## config.mk

```make
export PLATFORM = sky130hd
export DESIGN_NAME = universal_ff_bank
export DESIGN_NICKNAME = d
export VERILOG_FILES = /design/src/rtl/ff_bank_pkg.sv /design/src/rtl/ff_next_cell.sv /design/src/rtl/universal_ff_bank.sv
export SDC_FILE = /design/constraint.sdc
export NUM_CORES = 1
export LEC_CHECK = 0
export ABC_AREA = 1
export BUFFER_PORTS_ARGS = -buffer_cell sky130_fd_sc_hd__buf_2
export CELL_PAD_IN_SITES_DETAIL_PLACEMENT = 2
export CELL_PAD_IN_SITES_GLOBAL_PLACEMENT = 2
export CORE_MARGIN = 5
export CORE_UTILIZATION = 28
export DETAILED_ROUTE_END_ITERATION = 12
export PLACE_DENSITY = 0.83
export SETUP_SLACK_MARGIN = 0.02
export SLEW_MARGIN = 20
export SYNTH_ARGS = -nofsm -noshare
export SYNTH_HDL_FRONTEND = slang
export SYNTH_SLANG_ARGS = --single-unit
```

## constraint.sdc

```tcl
create_clock -name clk -period 6 [get_ports clk]
set_clock_uncertainty 0.15 [all_clocks]
set_input_delay 0.6 -clock clk [delete_from_list [all_inputs] [get_ports clk]]
set_output_delay 0.6 -clock clk [all_outputs]
set_load 0.05 [all_outputs]
```

## src/rtl/ff_bank_pkg.sv

```systemverilog
// Shared mode encodings for the universal flip-flop bank.
package ff_bank_pkg;

    typedef logic [1:0] mode_t;

    localparam mode_t MODE_SR = 2'b00;
    localparam mode_t MODE_JK = 2'b01;
    localparam mode_t MODE_D  = 2'b10;
    localparam mode_t MODE_T  = 2'b11;

endpackage

```

## src/rtl/ff_next_cell.sv

```systemverilog
// One channel of the bank: combinational next state and illegal-input flag.
module ff_next_cell
    import ff_bank_pkg::*;
(
    input  mode_t mode,
    input  logic  a,
    input  logic  b,
    input  logic  q,
    output logic  q_next,
    output logic  illegal
);

    always_comb begin
        q_next  = q;
        illegal = 1'b0;
        case (mode)
            MODE_SR: begin
                // S=1,R=1 is forbidden: keep q and report it
                case ({a, b})
                    2'b01:   q_next = 1'b0;
                    2'b10:   q_next = 1'b1;
                    2'b11:   illegal = 1'b1;
                    default: q_next = q;
                endcase
            end
            MODE_JK: begin
                case ({a, b})
                    2'b01:   q_next = 1'b0;
                    2'b10:   q_next = 1'b1;
                    2'b11:   q_next = ~q;
                    default: q_next = q;
                endcase
            end
            MODE_D:  q_next = a;
            MODE_T:  q_next = a ? ~q : q;
            default: q_next = q;
        endcase
    end

endmodule

```

## src/rtl/universal_ff_bank.sv

```systemverilog
// WIDTH-channel flip-flop bank with runtime SR/JK/D/T mode, sticky illegal-input
// flags and a saturating count of individual q bit transitions.
module universal_ff_bank
    import ff_bank_pkg::*;
#(
    parameter int               WIDTH     = 8,
    parameter int               CNT_W     = 8,
    parameter logic [WIDTH-1:0] RESET_VAL = '0
) (
    input  logic             clk,
    input  logic             reset,
    input  logic             en,
    input  logic             mode_ld,
    input  logic [1:0]       mode_in,
    input  logic [WIDTH-1:0] a,
    input  logic [WIDTH-1:0] b,
    input  logic             clr_err,
    output logic [WIDTH-1:0] q,
    output logic [WIDTH-1:0] qbar,
    output logic [1:0]       mode,
    output logic [WIDTH-1:0] err_sticky,
    output logic [CNT_W-1:0] flip_cnt
);

    localparam int PC_W  = $clog2(WIDTH + 1);
    localparam int SUM_W = ((CNT_W > PC_W) ? CNT_W : PC_W) + 1;
    localparam logic [CNT_W-1:0] CNT_MAX = '1;

    logic [WIDTH-1:0] q_r;
    mode_t            mode_r;
    logic [WIDTH-1:0] err_r;
    logic [CNT_W-1:0] cnt_r;

    logic [WIDTH-1:0] q_next;
    logic [WIDTH-1:0] illegal;
    logic [WIDTH-1:0] diff;
    logic [PC_W-1:0]  pc;
    logic [SUM_W-1:0] sum;
    logic [CNT_W-1:0] cnt_next;

    for (genvar i = 0; i < WIDTH; i++) begin : g_cell
        ff_next_cell u_cell (
            .mode    (mode_r),
            .a       (a[i]),
            .b       (b[i]),
            .q       (q_r[i]),
            .q_next  (q_next[i]),
            .illegal (illegal[i])
        );
    end

    // Sum is formed one bit wider than either operand so saturation is exact.
    always_comb begin
        diff = q_next ^ q_r;
        pc   = '0;
        for (int i = 0; i < WIDTH; i++) begin
            pc = pc + PC_W'(diff[i]);
        end
        sum      = SUM_W'(cnt_r) + SUM_W'(pc);
        cnt_next = (sum > SUM_W'(CNT_MAX)) ? CNT_MAX : sum[CNT_W-1:0];
    end

    always_ff @(posedge clk) begin
        if (reset) begin
            q_r    <= RESET_VAL;
            mode_r <= MODE_SR;
            err_r  <= '0;
            cnt_r  <= '0;
        end else begin
            if (mode_ld) begin
                mode_r <= mode_in;
            end
            // A fresh illegal input on the same edge beats the clear
            err_r <= (clr_err ? '0 : err_r) | (en ? illegal : '0);
            if (en) begin
                q_r   <= q_next;
                cnt_r <= cnt_next;
            end
        end
    end

    assign q          = q_r;
    assign qbar       = ~q_r;
    assign mode       = mode_r;
    assign err_sticky = err_r;
    assign flip_cnt   = cnt_r;

endmodule

```

==> flow_summary.toml <==
[clock_tree]
clock_latency_ns = 0.28
htree_levels = 1
clk_pin_slew_ns = 0.10
cts_root_buffer = "clkbuf_8"
cts_tree = "built"
post_cts_buffers = 0
clock_path_buffers = 2
clkSinkCount = 26
holdBufCountCts = 0
cts_buffers = 3
cts_resized = 0

[final_layout]
instances_no_fill = 444
num-nets-final = 396
fin_util_pct = 34.03
area_delta_synth_final_pct = 18.32
fillers = 924
drive_above_1_share_pct = 22.32
n_antenna_cell = 0

[synthesis]
syn_area_um2 = 2097
yosys-top-cells-count = "65 x nand2_1, 36 x inv_1, 32 x nand3_1, 29 x a21oi_1, 26 x dfxtp_1"
ys_seq_area_share_pct = 24.82
synth_top_flop_cell = "dfxtp_1"
synthTopCellsByArea = "dfxtp_1 25%, ha_1 13%, nand2_1 12%"
synth-edff-count = 0
yosys.area.top_type = "dfxtp_1"
synth_cell_types = 29
netlist_instances = 299
yosysWarnings = 0
ys_ff_latch = 26
async_reset_ff_share_pct = 0
avgSynthCellArea_um2 = 7.013
synth.most_common_cell = "nand2_1"
synth_top_area_share_pct = 24.82
syn-num-nets = 349

[sta]
tns_ns = 0
rsz0062_at_grt = "false"
fin_crit_ns = 4.930
fmax_mhz = 202.8
hold_violations = 0
period_share_pct = 82.16
setup_viol = 0
worst_slew_pin_slew_ns = 0.5681
drv_slew = 0
relSlewSlack_pct = 62.07

[place]
place.gp.congestion = 0.7577
place_inst = 440
hpwl_mm = 5.420
port_buffers = 56

[worst_hold_path]
min_path_cells = 2
whs_endpoint = "err_sticky[4]$_SDFF_PP0_"
worstHoldPathType = "reg2reg"
hp-start = "err_sticky[4]$_SDFF_PP0_"

[critical_path]
crit_type = "reg2reg"
rr_endpoint = "flip_cnt[4]$_SDFFE_PP0P_"
required_ns = 6.02
worstSetupStartpoint = "mode[1]$_SDFFE_PP0P_"
reg2reg_slack_ns = 1.07
crit_path_start_kind = "register"
reg2reg_from = "mode[1]$_SDFFE_PP0P_"
crit_arrival_ns = 4.95
critPathMaxFanout = 9
reg2regPathDepth = 19
endpoint_kind = "register"

[grt]
antenna_found_initial = 0
grt_max_degree = 26
use_met1_pct = 18.63
grt_use_total_pct = 15.45
grt_first_pass_wirelength_mm = 11.45
grt_pass1_vias = 2320
met2_usage_pct = 29.89
grt_use_met3_pct = 2.324
gr-total-overflow = 0
grt-busiest-layer = "met2"

[detailed_routing]
detail_route.wl_per_cell_um = 15.55
route.detailed.drc = 0
antenna_left = 0
vias_per_cell = 4.815
drtIter0Drc = 48
num_vias = 2138
wl_mm = 6.902
dr.pass1.iters = 4

[pwr]
seq_power_share_pct = 25.9
clkPwrFrac_pct = 18.5
p_per_area_nw_per_um2 = 331.7
p_sw_mw = 0.3849
p_sw_share_pct = 46.77
comb_power_share_pct = 55.6
vdd_ir_drop_max_mv = 0.1570
intPower_mw = 0.4381
p_leak_nw = 1.232

[die]
die_area_um2 = 9320
die_h_um = 96.54
die_w_um = 96.54
rows = 31
core_area_um2 = 7292
start_util_pct = 28.76
io_pins = 57

[flow_run]
max_cap_violations = 0

[run_status]
status = "complete, no violations"
## worst max-delay path by stage
stage / to / slack, ns
3_5_place_dp: flip_cnt[4]$_SDFFE_PP0P_ / 1.10
3_3_place_gp: flip_cnt[6]$_SDFFE_PP0P_ / 1.23
4_1_cts: flip_cnt[4]$_SDFFE_PP0P_ / 1.0
5_1_grt: flip_cnt[6]$_SDFFE_PP0P_ / 0.75
6_report: flip_cnt[4]$_SDFFE_PP0P_ / 1.07
2_1_floorplan: flip_cnt[4]$_SDFFE_PP0P_ / 1.46
## power groups by stage
stage | registers, mW | clock network, mW | logic, mW
after floorplan | 0.251 | 0 | 0.308
after global placement | 0.216 | 0 | 0.437
after detailed placement | 0.217 | 0 | 0.454
after CTS | 0.214 | 0.156 | 0.467
after global routing | 0.216 | 0.162 | 0.515
final | 0.213 | 0.152 | 0.458
## cell families after synthesis
logic type	count (synthesis)	share of synthesized area (%)
and+or+nand+nor	124	26.91
AOI/OAI and AO/OA	61	15.57
xor gates and xnor gates	8	3.341
adders and majority gates	27	17.90
DFF	26	24.82
buffers and inverters	53	11.46
## final cells by class
class / count / area (um2) / share of cell area, %
Clock inverter: 1 / 30.03 / 1.210
Timing Repair Buffer: 56 / 280.3 / 11.30
Multi-Input combinational cell: 220 / 1336 / 53.86
Inverter: 39 / 148.9 / 6.001
Clock buffer: 3 / 41.29 / 1.664
Sequential cell: 26 / 520.5 / 20.98
Tap cell: 99 / 123.9 / 4.992
## flip-flops by register name, indices dropped and copies added (netlist names)
name        cells
flip_cnt        8
mode            2
q               8
err_sticky      8
## stage by stage
step                total power [mW]  setup slack [ns]  instance area (um2)  hold WS (ns)
floorplan                     0.5589             1.456                 2097        0.3946
global placement              0.6529             1.230                 2410        0.3011
detailed placement            0.6715             1.097                 2410        0.3106
CTS                           0.8375            0.9966                 2481        0.3271
global route                  0.8935            0.7456                 2481        0.3522
finish                        0.8230             1.070                 2481        0.3207
## layer usage
metal | vias to the layer above | share of wire (%)
li1 | 1053 | -
met1 | 1042 | 43
met2 | 39 | 53
met3 | 4 | 3.5
met4 | 0 | 0.35
met5 | - | 0
## cell usage in the layout (no fill, tap or decap)
master     netlist  routed
inv_1           36      36
a31oi_1          3       3
o21ai_0         22      22
a211oi_1         2       2
xor2_1           7       7
buf_2            0      56
or2_2            7       7
nor2_4           2       2
inv_2            2       2
nand2_4          1       1
dfxtp_1         26      26
nand2_1         65      65
bufinv_16        0       1
inv_4            1       1
a21oi_1         29      29
a22oi_1          1       1
nor2_8           1       1
o21ai_1          1       1
xnor2_1          1       1
nor2_1          15      15
nand3_1         32      32
fa_1             5       5
o21ai_2          2       2
ha_1            22      22
clkbuf_8         0       3
o21bai_1         1       1
nor2_2           1       1
## critical path: stages (launching register included)
cell and delay, ns:
dfxtp_1 0.70, inv_1 0.24, o21ai_0 0.25, nand3_1 0.12
nand2_1 0.12, xor2_1 0.19, fa_1 0.47, fa_1 0.57
inv_1 0.06, fa_1 0.46, inv_1 0.10, fa_1 0.22
inv_1 0.06, fa_1 0.41, o21ai_2 0.22, inv_1 0.08
nor2_1 0.16, nand2_1 0.07, nor2_1 0.10, nor2_1 0.05
Power figures use the tool's default switching activity.
